<file path="src/rtl/mips_bus_pkg.sv">
// Shared definitions for the data-bus timer: register offsets, CTRL layout, MODE codes, FSM states.
// Pure declarations; no logic.
package mips_bus_pkg;

  localparam logic [1:0] CTRL_OFS   = 2'b00;
  localparam logic [1:0] PRESET_OFS = 2'b01;
  localparam logic [1:0] COUNT_OFS  = 2'b10;
  localparam logic [1:0] PRESC_OFS  = 2'b11;

  localparam int CTRL_EN      = 0;
  localparam int CTRL_MODE_LO = 1;
  localparam int CTRL_MODE_HI = 2;
  localparam int CTRL_IM      = 3;

  localparam logic [1:0] MODE_RELOAD = 2'b01;

  localparam int PRESC_W = 16;

  typedef enum logic [1:0] {
    IDLE = 2'b00,
    LOAD = 2'b01,
    CNT  = 2'b10,
    INT  = 2'b11
  } timer_state_t;

  // Field order mirrors the CTRL bit layout so the struct reads back as-is.
  typedef struct packed {
    logic       im;
    logic [1:0] mode;
    logic       en;
  } ctrl_t;

endpackage

</file>
<file path="src/rtl/timer_regs.sv">
// Timer register window: address decode, CTRL/PRESET(/PRESCALE) storage, read mux, irq pending flag.
// Reads are combinational; writes land on the clock edge. PRESCALE exists only with TIMER_PRESCALE_EN.
module timer_regs
  import mips_bus_pkg::*;
#(
  parameter logic [31:0] BASE_ADDR = 32'h0000_7F00,
  parameter int          COUNT_W   = 32
) (
  input  logic               clk,
  input  logic               reset,
  input  logic [31:0]        addr,
  input  logic [31:0]        wdata,
  input  logic               we,
  input  logic               re,
  input  logic [COUNT_W-1:0] count,
  input  logic               pend_set,
  input  logic               en_clr,
  output ctrl_t              ctrl,
  output logic [COUNT_W-1:0] preset,
`ifdef TIMER_PRESCALE_EN
  output logic [PRESC_W-1:0] prescale,
`endif
  output logic [31:0]        rdata,
  output logic               hit,
  output logic               irq
);

  logic       irq_pend;
  logic [1:0] ofs;
  logic       wr_ctrl;
  logic       wr_preset;
  logic       unused_addr_lsb;

  assign hit       = addr[31:4] == BASE_ADDR[31:4];
  assign ofs       = addr[3:2];
  assign wr_ctrl   = hit && we && (ofs == CTRL_OFS);
  assign wr_preset = hit && we && (ofs == PRESET_OFS);
  assign irq       = irq_pend & ctrl.im;
  assign unused_addr_lsb = ^addr[1:0];

  // A CPU write to CTRL outranks the FSM's end-of-run EN clear; a pending set outranks a clear.
  always_ff @(posedge clk) begin
    if (reset) begin
      ctrl     <= '0;
      preset   <= '0;
      irq_pend <= 1'b0;
    end else begin
      if (wr_ctrl)
        ctrl <= '{im: wdata[CTRL_IM], mode: wdata[CTRL_MODE_HI:CTRL_MODE_LO], en: wdata[CTRL_EN]};
      else if (en_clr)
        ctrl.en <= 1'b0;
      if (wr_preset)
        preset <= wdata[COUNT_W-1:0];
      if (pend_set)
        irq_pend <= 1'b1;
      else if (wr_ctrl || wr_preset)
        irq_pend <= 1'b0;
    end
  end

`ifdef TIMER_PRESCALE_EN
  always_ff @(posedge clk) begin
    if (reset)
      prescale <= '0;
    else if (hit && we && (ofs == PRESC_OFS))
      prescale <= wdata[PRESC_W-1:0];
  end
`endif

  always_comb begin
    rdata = '0;
    if (hit && re) begin
      case (ofs)
        CTRL_OFS:   rdata = {28'b0, ctrl};
        PRESET_OFS: rdata = 32'(preset);
        COUNT_OFS:  rdata = 32'(count);
`ifdef TIMER_PRESCALE_EN
        PRESC_OFS:  rdata = 32'(prescale);
`else
        PRESC_OFS:  rdata = '0;
`endif
      endcase
    end
  end

endmodule

</file>
<file path="src/rtl/timer_dev.sv">
// Memory-mapped countdown timer: IDLE -> LOAD -> CNT -> INT, one-shot or auto-reload, masked irq.
// Optional clock prescaler on the count phase under TIMER_PRESCALE_EN.
module timer_dev
  import mips_bus_pkg::*;
#(
  parameter logic [31:0] BASE_ADDR = 32'h0000_7F00,
  parameter int          COUNT_W   = 32
) (
  input  logic        clk,
  input  logic        reset,
  input  logic [31:0] addr,
  input  logic [31:0] wdata,
  input  logic        we,
  input  logic        re,
  output logic [31:0] rdata,
  output logic        hit,
  output logic        irq
);

  timer_state_t       state;
  ctrl_t              ctrl;
  logic [COUNT_W-1:0] preset;
  logic [COUNT_W-1:0] count;
  logic               tick;
  logic               at_end;
  logic               pend_set;
  logic               en_clr;

`ifdef TIMER_PRESCALE_EN
  logic [PRESC_W-1:0] prescale;
  logic [PRESC_W-1:0] div;

  assign tick = (div == prescale);

  always_ff @(posedge clk) begin
    if (reset)
      div <= '0;
    else if (state == LOAD)
      div <= '0;
    else if (state == CNT)
      div <= tick ? '0 : div + 1'b1;
  end
`else
  assign tick = 1'b1;
`endif

  // COUNT <= 1 rather than == 1 so a zero PRESET still expires after one step without wrapping.
  assign at_end   = (count <= COUNT_W'(1));
  assign pend_set = (state == CNT) && ctrl.en && tick && at_end;
  assign en_clr   = (state == INT) && !((ctrl.mode == MODE_RELOAD) && ctrl.en);

  timer_regs #(
    .BASE_ADDR (BASE_ADDR),
    .COUNT_W   (COUNT_W)
  ) u_regs (
    .clk      (clk),
    .reset    (reset),
    .addr     (addr),
    .wdata    (wdata),
    .we       (we),
    .re       (re),
    .count    (count),
    .pend_set (pend_set),
    .en_clr   (en_clr),
    .ctrl     (ctrl),
    .preset   (preset),
`ifdef TIMER_PRESCALE_EN
    .prescale (prescale),
`endif
    .rdata    (rdata),
    .hit      (hit),
    .irq      (irq)
  );

  always_ff @(posedge clk) begin
    if (reset) begin
      state <= IDLE;
      count <= '0;
    end else begin
      case (state)
        IDLE: if (ctrl.en) state <= LOAD;
        LOAD: begin
          count <= preset;
          state <= CNT;
        end
        CNT: begin
          if (!ctrl.en) begin
            state <= IDLE;
          end else if (tick) begin
            if (at_end) begin
              count <= '0;
              state <= INT;
            end else begin
              count <= count - COUNT_W'(1);
            end
          end
        end
        INT: state <= ((ctrl.mode == MODE_RELOAD) && ctrl.en) ? LOAD : IDLE;
      endcase
    end
  end

endmodule

</file>
<file path="config.mk">
export PLATFORM = sky130hd
export DESIGN_NAME = timer_dev
export DESIGN_NICKNAME = d
export VERILOG_FILES = /design/src/rtl/mips_bus_pkg.sv /design/src/rtl/timer_regs.sv /design/src/rtl/timer_dev.sv
export SDC_FILE = /design/constraint.sdc
export NUM_CORES = 1
export LEC_CHECK = 0
export CORE_MARGIN = 1.5
export CORE_UTILIZATION = 55
export CTS_CLUSTER_DIAMETER = 150
export CTS_CLUSTER_SIZE = 40
export DETAILED_ROUTE_END_ITERATION = 8
export PLACE_DENSITY = 0.86
export SLEW_MARGIN = 20
export SYNTH_ARGS = -nofsm -noshare
export SYNTH_HDL_FRONTEND = slang
export SYNTH_HIERARCHICAL = 1
export SYNTH_SLANG_ARGS = --single-unit
</file>
<file path="constraint.sdc">
create_clock -name clk -period 4.2 [get_ports clk]
set_clock_uncertainty 0.2 [all_clocks]
set_input_delay 0.84 -clock clk [delete_from_list [all_inputs] [get_ports clk]]
set_output_delay 0.84 -clock clk [all_outputs]
set_load 0.02 [all_outputs]
</file>
### Yosys cells after proc, flatten, opt, wreduce, memory -nomap -nowiden

Index checks and enable logic that the tools add are counted.

* $add $sub $neg: 1
* multiply operators: 0
* divide/modulo/power cells: 0
* $lt $le $gt $ge: 1
* equal/unequal tests: 11
* shifts and indexed selects: 0
* mux-type cells: 14
* bitwise logic cells: 1
* reductions and logical operators: 17

Operators by type and width (count)
* $pmux 32 s4: 1
* $mux 32: 3
* $pmux 32 s2: 1
* $le 32x1->1 const B: 1
* $sub 32x1->32 const B: 1
* $eq 28x11->1 const B: 1
* $eq 2x2->1 const B: 4
* $logic_and 1x1->1: 8
* $pmux 2 s4: 1
* $eq 2x1->1 const B: 3
* $mux 2: 3
* $reduce_bool 2->1: 3
* $mux 1: 5
* $logic_not 2->1: 2
* $ne 2x1->1 const B: 2
* $reduce_and 2->1: 2
* $ne 3x3->1 const B: 1
* $and 1x1->1: 1
* $logic_not 1->1: 1
* $logic_or 1x1->1: 1

* flip-flop bits (word level): 71
* latch bits: 0
* bits in writable memories: 0
* bits in read-only memories: 0
* input bits: 68
* output and inout bits: 34
* word-level logic and storage cells: 52
* memories kept: 0

### Logic depth before layout (Yosys ltp)

Gate-level depths: netlist of the first run.

* depth in word-level cells: 6
* depth in mapped cells: 10
* depth with buffers taken out: 7

### Hierarchy

Netlist of the first run, hierarchy kept.

Modules (own cells, without submodules)
* timer_dev: times used 1, cells an instance 341, area an instance 2472.4 um2, sequential area each 680.7 um2
* timer_regs: times used 1, cells an instance 274, area an instance 2011.9 um2, sequential area each 740.7 um2

### Worst setup path before layout of the first run

OpenSTA, ideal clock, no wires.

* path type: input port to output port
* from: input addr[20]
* to: output rdata[10]
* arrival: 2.308 ns
* required time: 3.160 ns
* path slack: 0.852 ns
* stages: 5
* path buffers: 1
* cell sequence: or4_1 > nor3_1 > nand3_1 > clkbuf_1 > nor2_1

* cells in the longest elaborated chain, start to end: 3

Ends and longest elaborated chain
* start, declared: RTL line timer_dev.sv:11 `input logic [31:0] addr,`
* $eq 28x11->1: RTL line timer_regs.sv:34 `assign hit = addr[31:4] == BASE_ADDR[31:4];`
* $logic_and 1x1->1: RTL line timer_regs.sv:72 `if (hit && re) begin`
* $mux 32: RTL line timer_regs.sv:72
* end, declared: RTL line timer_dev.sv:15 `output logic [31:0] rdata,`

Every way passes these cells.

### Worst setup path after layout of the first run

* from: input addr[5]
* to: output hit

* cells in the longest elaborated chain, start to end: 1

Ends and longest elaborated chain
* $eq 28x11->1: RTL line timer_regs.sv:34
* end, declared: RTL line timer_dev.sv:16 `output logic hit,`

Every way passes these cells.

==> key figures, run 1 <==
Timing
  • Final Hold Fails: 0
  • Pins Over Slew Limit: 0
  • F_max: 245 MHz
  • Final WS setup: between 0.1 and 0.15 ns
  • Worst slew pin tran: just over 1 ns
  • Slew headroom: 0.310
  • Tcrit/Tclk final: 0.971
  • Fin Hold WS: about 0.3 ns
  • Setup violations, final: 0
  • RSZ-0062 raised after global routing: no
  • Final min period: around 4 ns

Detailed routing
  • Starting DRT DRC Count: roughly 520
  • Routed len/inst: 18.4 um
  • Routed Antenna Nets: 0
  • Drt drc: 0
  • Vias: between 5,000 and 6,000
  • Final wirelength: roughly 15,000 um
  • Post-DR vias/cell: slightly below 7
  • Initial DRT Pass Iterations: 6

Outcome
  • Outcome: finished, final reports clean

Synth
  • Register area share after synthesis: 0.317
  • Asr flop ratio synth: 0
  • Synthesized cell area: 4480 um2
  • Ys flop type: dfxtp_1
  • Post-synth EDFFs: 0
  • Commonest cells in the netlist: 73 x nor2_1, 71 x dfxtp_1, 64 x a21oi_1
  • Mapped Nets: about 690
  • Count leader, synth: nor2_1
  • Mapped Cells: ~600
  • Top-area cell type share of the netlist area: 0.317
  • Synth Warn #: 6
  • Seq cells post-synth: 71
  • Synth top area cells: dfxtp_1 32%, a21oi_1 7.1%, nor2_1 6.1%
  • Synth unique cells: 62
  • Avg Cell Area, Syn: ~7.3 um2
  • Synth area leader: dfxtp_1

Floorplanning
  • Die width: ~93 um
  • Rows: 32
  • Core area: around 7800 um2
  • Chip height: 93.3 um
  • Top Ports: between 100 and 150
  • Starting density of the core: 0.574
  • Die Area: just under 9000 um2

Clock network
  • Num CTS Buffers: 9
  • Clk_lat worst skew: approximately 0.36 ns
  • Hold_buf cts: 0
  • Root Buffer: clkbuf_8
  • TritonCTS clock tree: built
  • Worst-path clk slew: approximately 0.070 ns
  • H-tree depth: 3
  • Max Root-Sink Buffers: 2
  • TritonCTS Sinks: a little over 70

Power and ir drop
  • Sw Share: 0.207
  • Internal: between 0.001 and 0.0015 W
  • Clock share of power: 0.492
  • Max rail drop VDD: about 190 uV
  • Leakage: ~2.5 nW
  • Sequential power share: 0.441
  • Pwr dens: around 260 nW/um2
  • NetSw: between 0.0003 and 0.0004 W
  • Combinational power share: 0.067

Critical path
  • Max FO, Critical Path: 11
  • CP most frequent cell: clkdlybuf4s50_1
  • CP Buf/Inv Count: 3
  • Worst-path cell chain: clkdlybuf4s50_1 > nor4b_1 > and4_1 > buf_4 > and2_1 > clkdlybuf4s50_1
  • WS Path Type: input pin to output pin
  • Worst EP arrival: approximately 3.0 ns
  • WP data required: 3.16 ns
  • CP startpoint kind: input pin
  • Slowest cell on crit path: clkdlybuf4s50_1
  • Crit. End Element: output pin
  • CP delay by family, top: buffers and inverters
  • Slowest stage delay, CP: between 0.6 and 0.7 ns

GRT
  • Grt ovf: 0
  • Largest net degree at the start of global routing: 40
  • Vias in the first global route: slightly above 5,000
  • First-pass GRT wire length: around 24,000 um
  • Initial antenna violation count: 0
  • Total track usage: 0.341

Cells and area
  • ANT cells: 0
  • Area Overhead vs Synth: 31.6%
  • Number of fillers in the final layout: 605
  • Multi-input gate area: 2790 um2
  • Cell Count, Final, Fillers Out: 794
  • Register area: 1420 um2
  • Fraction of layout instances using a drive strength above 1: 0.0838
  • Final Util: 0.756
  • Final nets: 757

Placement
  • Dpl hpwl: 9350 um
  • RePlAce Congestion: about 0.9
  • Dpl cells: about 800
  • Port buffer count: 99
  • Pre-CTS setup slack: -0.0263 ns

Hold path
  • Worst hold-check path type: register to register

Flow run
  • Max_cap viols: 0
-- per-stage QoR --
step	power, W	instance area (um2)	TNS [ns]
after floorplan	0.000714	4480	0
after global placement	0.000787	5550	0
after global routing	0.00156	5900	0
after detailed placement	0.000788	5550	-0.0263
after CTS	0.00152	5820	0
final	0.00153	5900	0
-- flip-flops by register name, indices dropped and copies added (netlist names) --
name             flops
u_regs/irq_pend      1
count               32
u_regs/ctrl          4
u_regs/preset       32
state                2
-- layer usage --
layer	routed length, um	track usage
met1	5770	0.419
met2	7060	0.562
met3	1240	0.0650
met4	504	0.178
met5	0	0
-- power by group through the flow --
stage	Clock (W)	Sequential [W]	Combinational, W
finish	0.000751	0.000672	0.000102
global route	0.000784	0.000672	0.000109
CTS	0.000750	0.000672	0.000101
detailed placement	0	0.000688	0.000100
global placement	0	0.000688	0.0000989
floorplan	0	0.000688	0.0000255
-- layout make-up --
| type | count | area share |
|---|---|---|
| timing repair buffer | 117 | 0.209 |
| sequential | 71 | 0.241 |
| tap | 102 | 0.0216 |
| clock buffer | 11 | 0.0240 |
| clock inverter | 5 | 0.0218 |
| multi-input combinational | 474 | 0.473 |
| inverter | 14 | 0.00891 |
-- final timing paths --
check                                  startpoint                 to  slack (ns)  cells after the start
worst min register to register  u_regs/preset[31]  u_regs/preset[31]        0.29                      2
worst min-delay path            u_regs/preset[31]  u_regs/preset[31]        0.29                      2
worst max register to register           count[8]          count[15]        1.08                      5
worst max-delay path                      addr[5]                hit        0.12                      6
-- timing repair --
action	CTS	global route
pin swaps	0	0
buffers inserted	0	0
setup endpoints to repair	1	31
gates resized for setup	2	31
-- worst register-to-register path: cells and delay by family, from the launching register on --
| kind | cells | cell delay (ns) |
|---|---|---|
| and+or+nand+nor | 3 | 1.98 |
| DFF | 1 | 0.38 |
| AOI/OAI and AO/OA | 2 | 0.48 |
-- cells in the final DEF, fill, tap and decap left out, types with 6 or more instances in the layout --
master | netlist | final
nor2_1 | 73 | 73
o21ai_0 | 49 | 49
or4_4 | 10 | 10
inv_1 | 14 | 14
a21oi_1 | 64 | 64
clkdlybuf4s50_1 | 0 | 66
a31oi_1 | 10 | 10
nand2b_1 | 7 | 7
nor4_1 | 13 | 13
a211oi_1 | 11 | 11
dlymetal6s2s_1 | 0 | 31
clkbuf_8 | 0 | 10
nand2_1 | 44 | 44
buf_4 | 0 | 15
dfxtp_1 | 71 | 71
mux2i_1 | 6 | 6
nor3_1 | 11 | 11
nand4_1 | 13 | 13
nand3_1 | 42 | 42
a22oi_1 | 28 | 28
or3_1 | 9 | 9
-- cells by family (layout without fill, tap and decap cells) --
| group | count (synthesis) | after routing | synth area share |
|---|---|---|---|
| AOI/OAI and AO/OA | 210 | 210 | 0.293 |
| muxes | 8 | 8 | 0.0184 |
| buffers and inverters | 70 | 147 | 0.0653 |
| DFF | 71 | 71 | 0.317 |
| xor gates and xnor gates | 1 | 1 | 0.00195 |
| adders and majority gates | 2 | 2 | 0.00558 |
| and+or+nand+nor | 253 | 253 | 0.299 |
(Power assumes the default switching activity.)
==> inputs of run 2 (changes only) <==
- SETUP_SLACK_MARGIN: default -> 0.05
==> run 2 against run 1 <==
Net effect:
- total power barely moved
- combinational power hardly changed
- clock power hardly changed
- final cell count is the same
- sequential power hardly changed
- sequential share of layout area rose by 0.34 points
- critical path depth unchanged
- maximum frequency grew 0.17%
- worst hold slack better by 0.0018 ns
- largest cell class unchanged
- largest power group unchanged
==> key figures, run 2 (synthesis results as in run 1) <==
Timing
  • Setup violations, final: 0 (unchanged)
  • Pins Over Slew Limit: 0 (unchanged)
  • Slew headroom: 0.292 (-0.0184)
  • Final min period: 4.07 ns (-0.00688 ns)
  • Fin Hold WS: 0.294 ns (+0.00180 ns)
  • RSZ-0062 raised after global routing: no
  • Worst slew pin tran: 1.06 ns (+0.0275 ns)
  • F_max: 246 MHz (+0.17%)
  • Final Hold Fails: 0 (unchanged)
  • Final WS setup: 0.129 ns (+0.00688 ns)
  • Tcrit/Tclk final: 0.969 (-0.00164)

Power and ir drop
  • Sequential power share: 0.440 (about the same)
  • Internal: 0.00121 W (about the same)
  • Combinational power share: 0.067 (about the same)
  • Sw Share: 0.208 (+0.000758)
  • Clock share of power: 0.493 (about the same)
  • Leakage: 2.23 nW (-12%)
  • NetSw: 0.000318 W (+0.46%)
  • Max rail drop VDD: 188 uV (-0.60%)
  • Tot Pwr: 0.00153 W (about the same)
  • Pwr dens: 262 nW/um2 (+1.5%)

Critical path
  • Worst R2R Start: count[12]
  • WP data required: 3.16 ns (about the same)
  • Crit. End Element: output pin
  • R2R Setup Slk: 1.03 ns (-0.05 ns)
  • R2r endpoint: count[27]
  • Worst EP arrival: 3.03 ns (about the same)
  • CP startpoint kind: input pin
  • Max FO, Critical Path: 11 (unchanged)
  • R2R cell count: 5 (unchanged)
  • WS Path Type: input pin to output pin

Cells and area
  • Design area: 5820 um2 (-1.4%)
  • Final nets: 757 (unchanged)
  • Area Overhead vs Synth: 29.7%
  • Number of fillers in the final layout: 622 (+2.8%)
  • ANT cells: 0 (unchanged)
  • Most frequent cells in the layout: 73 x nor2_1, 71 x dfxtp_1, 66 x clkdlybuf4s50_1
  • Commonest non-fill, non-tap cell in the layout: nor2_1
  • Final Util: 0.745 (-0.0106)
  • Fraction of layout instances using a drive strength above 1: 0.0838 (unchanged)
  • Biggest regs: count x32, u_regs/preset x32, u_regs/ctrl x4

Detailed routing
  • Post-DR vias/cell: 6.69 (-1.1%)
  • Starting DRT DRC Count: 448 (-13%)
  • Initial DRT Pass Iterations: 5 (-1)
  • Routed len/inst: 18.2 um (-0.91%)
  • Drt drc: 0 (unchanged)
  • Final wirelength: 14,400 um (-0.91%)
  • Vias: 5,314 (-1.1%)
  • Routed Antenna Nets: 0 (unchanged)

GRT
  • Initial antenna violation count: 0 (unchanged)
  • Total track usage: 0.341 (about the same)
  • Grt ovf: 0 (unchanged)
  • First-pass GRT wire length: 23,800 um (-0.12%)
  • Vias in the first global route: 5,072 (-0.35%)
  • Largest net degree at the start of global routing: 40 (unchanged)

Floorplanning
  • Chip height: 93.3 um (unchanged)
  • Starting density of the core: 0.574 (unchanged)
  • Core area: 7810 um2 (unchanged)
  • Top Ports: 102 (unchanged)
  • Die width: 93.3 um (unchanged)
  • Rows: 32 (unchanged)
  • Die Area: 8700 um2 (unchanged)

Clock network
  • Num CTS Buffers: 9 (unchanged)
  • Worst-path clk slew: 0.09 ns (+0.02 ns)
  • Max Root-Sink Buffers: 2 (unchanged)
  • Clk_lat worst skew: 0.36 ns (about the same)
  • Root Buffer: clkbuf_8
  • H-tree depth: 3 (unchanged)
  • TritonCTS Sinks: 71 (unchanged)
  • TritonCTS clock tree: built
  • Hold_buf cts: 0 (unchanged)

Outcome
  • Outcome: finished, final reports clean

Hold path
  • Cell depth of the worst hold path: 2 (unchanged)
  • Hold_sp: u_regs/preset[20]
  • Worst hold-check path type: register to register
  • WHS Endpoint: u_regs/preset[20]

Placement
  • Total placed instance area: 5550 um2 (unchanged)
  • Dpl hpwl: 9350 um (unchanged)
  • Port buffer count: 99 (unchanged)
  • Pre-CTS setup slack: -0.0263 ns (unchanged)
  • RePlAce Congestion: 0.913 (unchanged)

Flow run
  • Max_cap viols: 0 (unchanged)
## run 2: power groups by stage
stage	Sequential [W]	Combinational [W]	Clock (W)
floorplan	0.000688	0.0000255	0
global placement	0.000688	0.0000989	0
detailed placement	0.000688	0.000100	0
CTS	0.000672	0.000101	0.000750
global route	0.000672	0.000109	0.000785
finish	0.000672	0.000102	0.000752
## run 2: layout make-up
type / instances / area, um2 / share of cell area
timing repair buffer: 117 / 1150 / 0.198
tap: 102 / 128 / 0.0219
inverter: 14 / 52.6 / 0.00903
sequential: 71 / 1420 / 0.244
multi-input combinational: 474 / 2790 / 0.480
clock buffer: 11 / 141 / 0.0243
clock inverter: 5 / 129 / 0.0222
## run 2: metal layers
| layer | wire [um] | global-route usage | part of all wire | vias to the layer above |
|---|---|---|---|---|
| li1 | - | - | - | 2439 |
| met1 | 5780 | 0.418 | 0.40 | 2548 |
| met2 | 7080 | 0.563 | 0.49 | 281 |
| met3 | 1180 | 0.0650 | 0.081 | 46 |
| met4 | 414 | 0.178 | 0.029 | 0 |
| met5 | 0 | 0 | 0 | - |
## run 2: how the worst max path moves through the flow
stage              from   endpoint  slack (ns)
2_1_floorplan  addr[20]  rdata[10]        0.85
3_3_place_gp   addr[27]   rdata[2]        0.05
3_5_place_dp   addr[27]  rdata[30]       -0.03
4_1_cts        addr[27]   rdata[7]        0.05
5_1_grt        addr[12]        hit        0.07
6_report        addr[5]        hit        0.13
## run 2: stage by stage
step           instances  setup TNS (ns)
2_1_floorplan        615               0
3_3_place_gp         778               0
3_5_place_dp         778         -0.0263
4_1_cts              794               0
5_1_grt              794               0
6_report             794               0
## run 2: repair_timing
item / CTS / global route
setup buffers: 0 / 0
gates resized for setup: 24 / 9
setup endpoints to repair: 23 / 9
## run 2: worst max-delay path, cell delays in order
cell             delay (ns)
clkdlybuf4s50_1        0.40
nor4b_1                0.42
and4_1                 0.34
buf_4                  0.21
and2_1                 0.19
clkdlybuf4s50_1        0.63
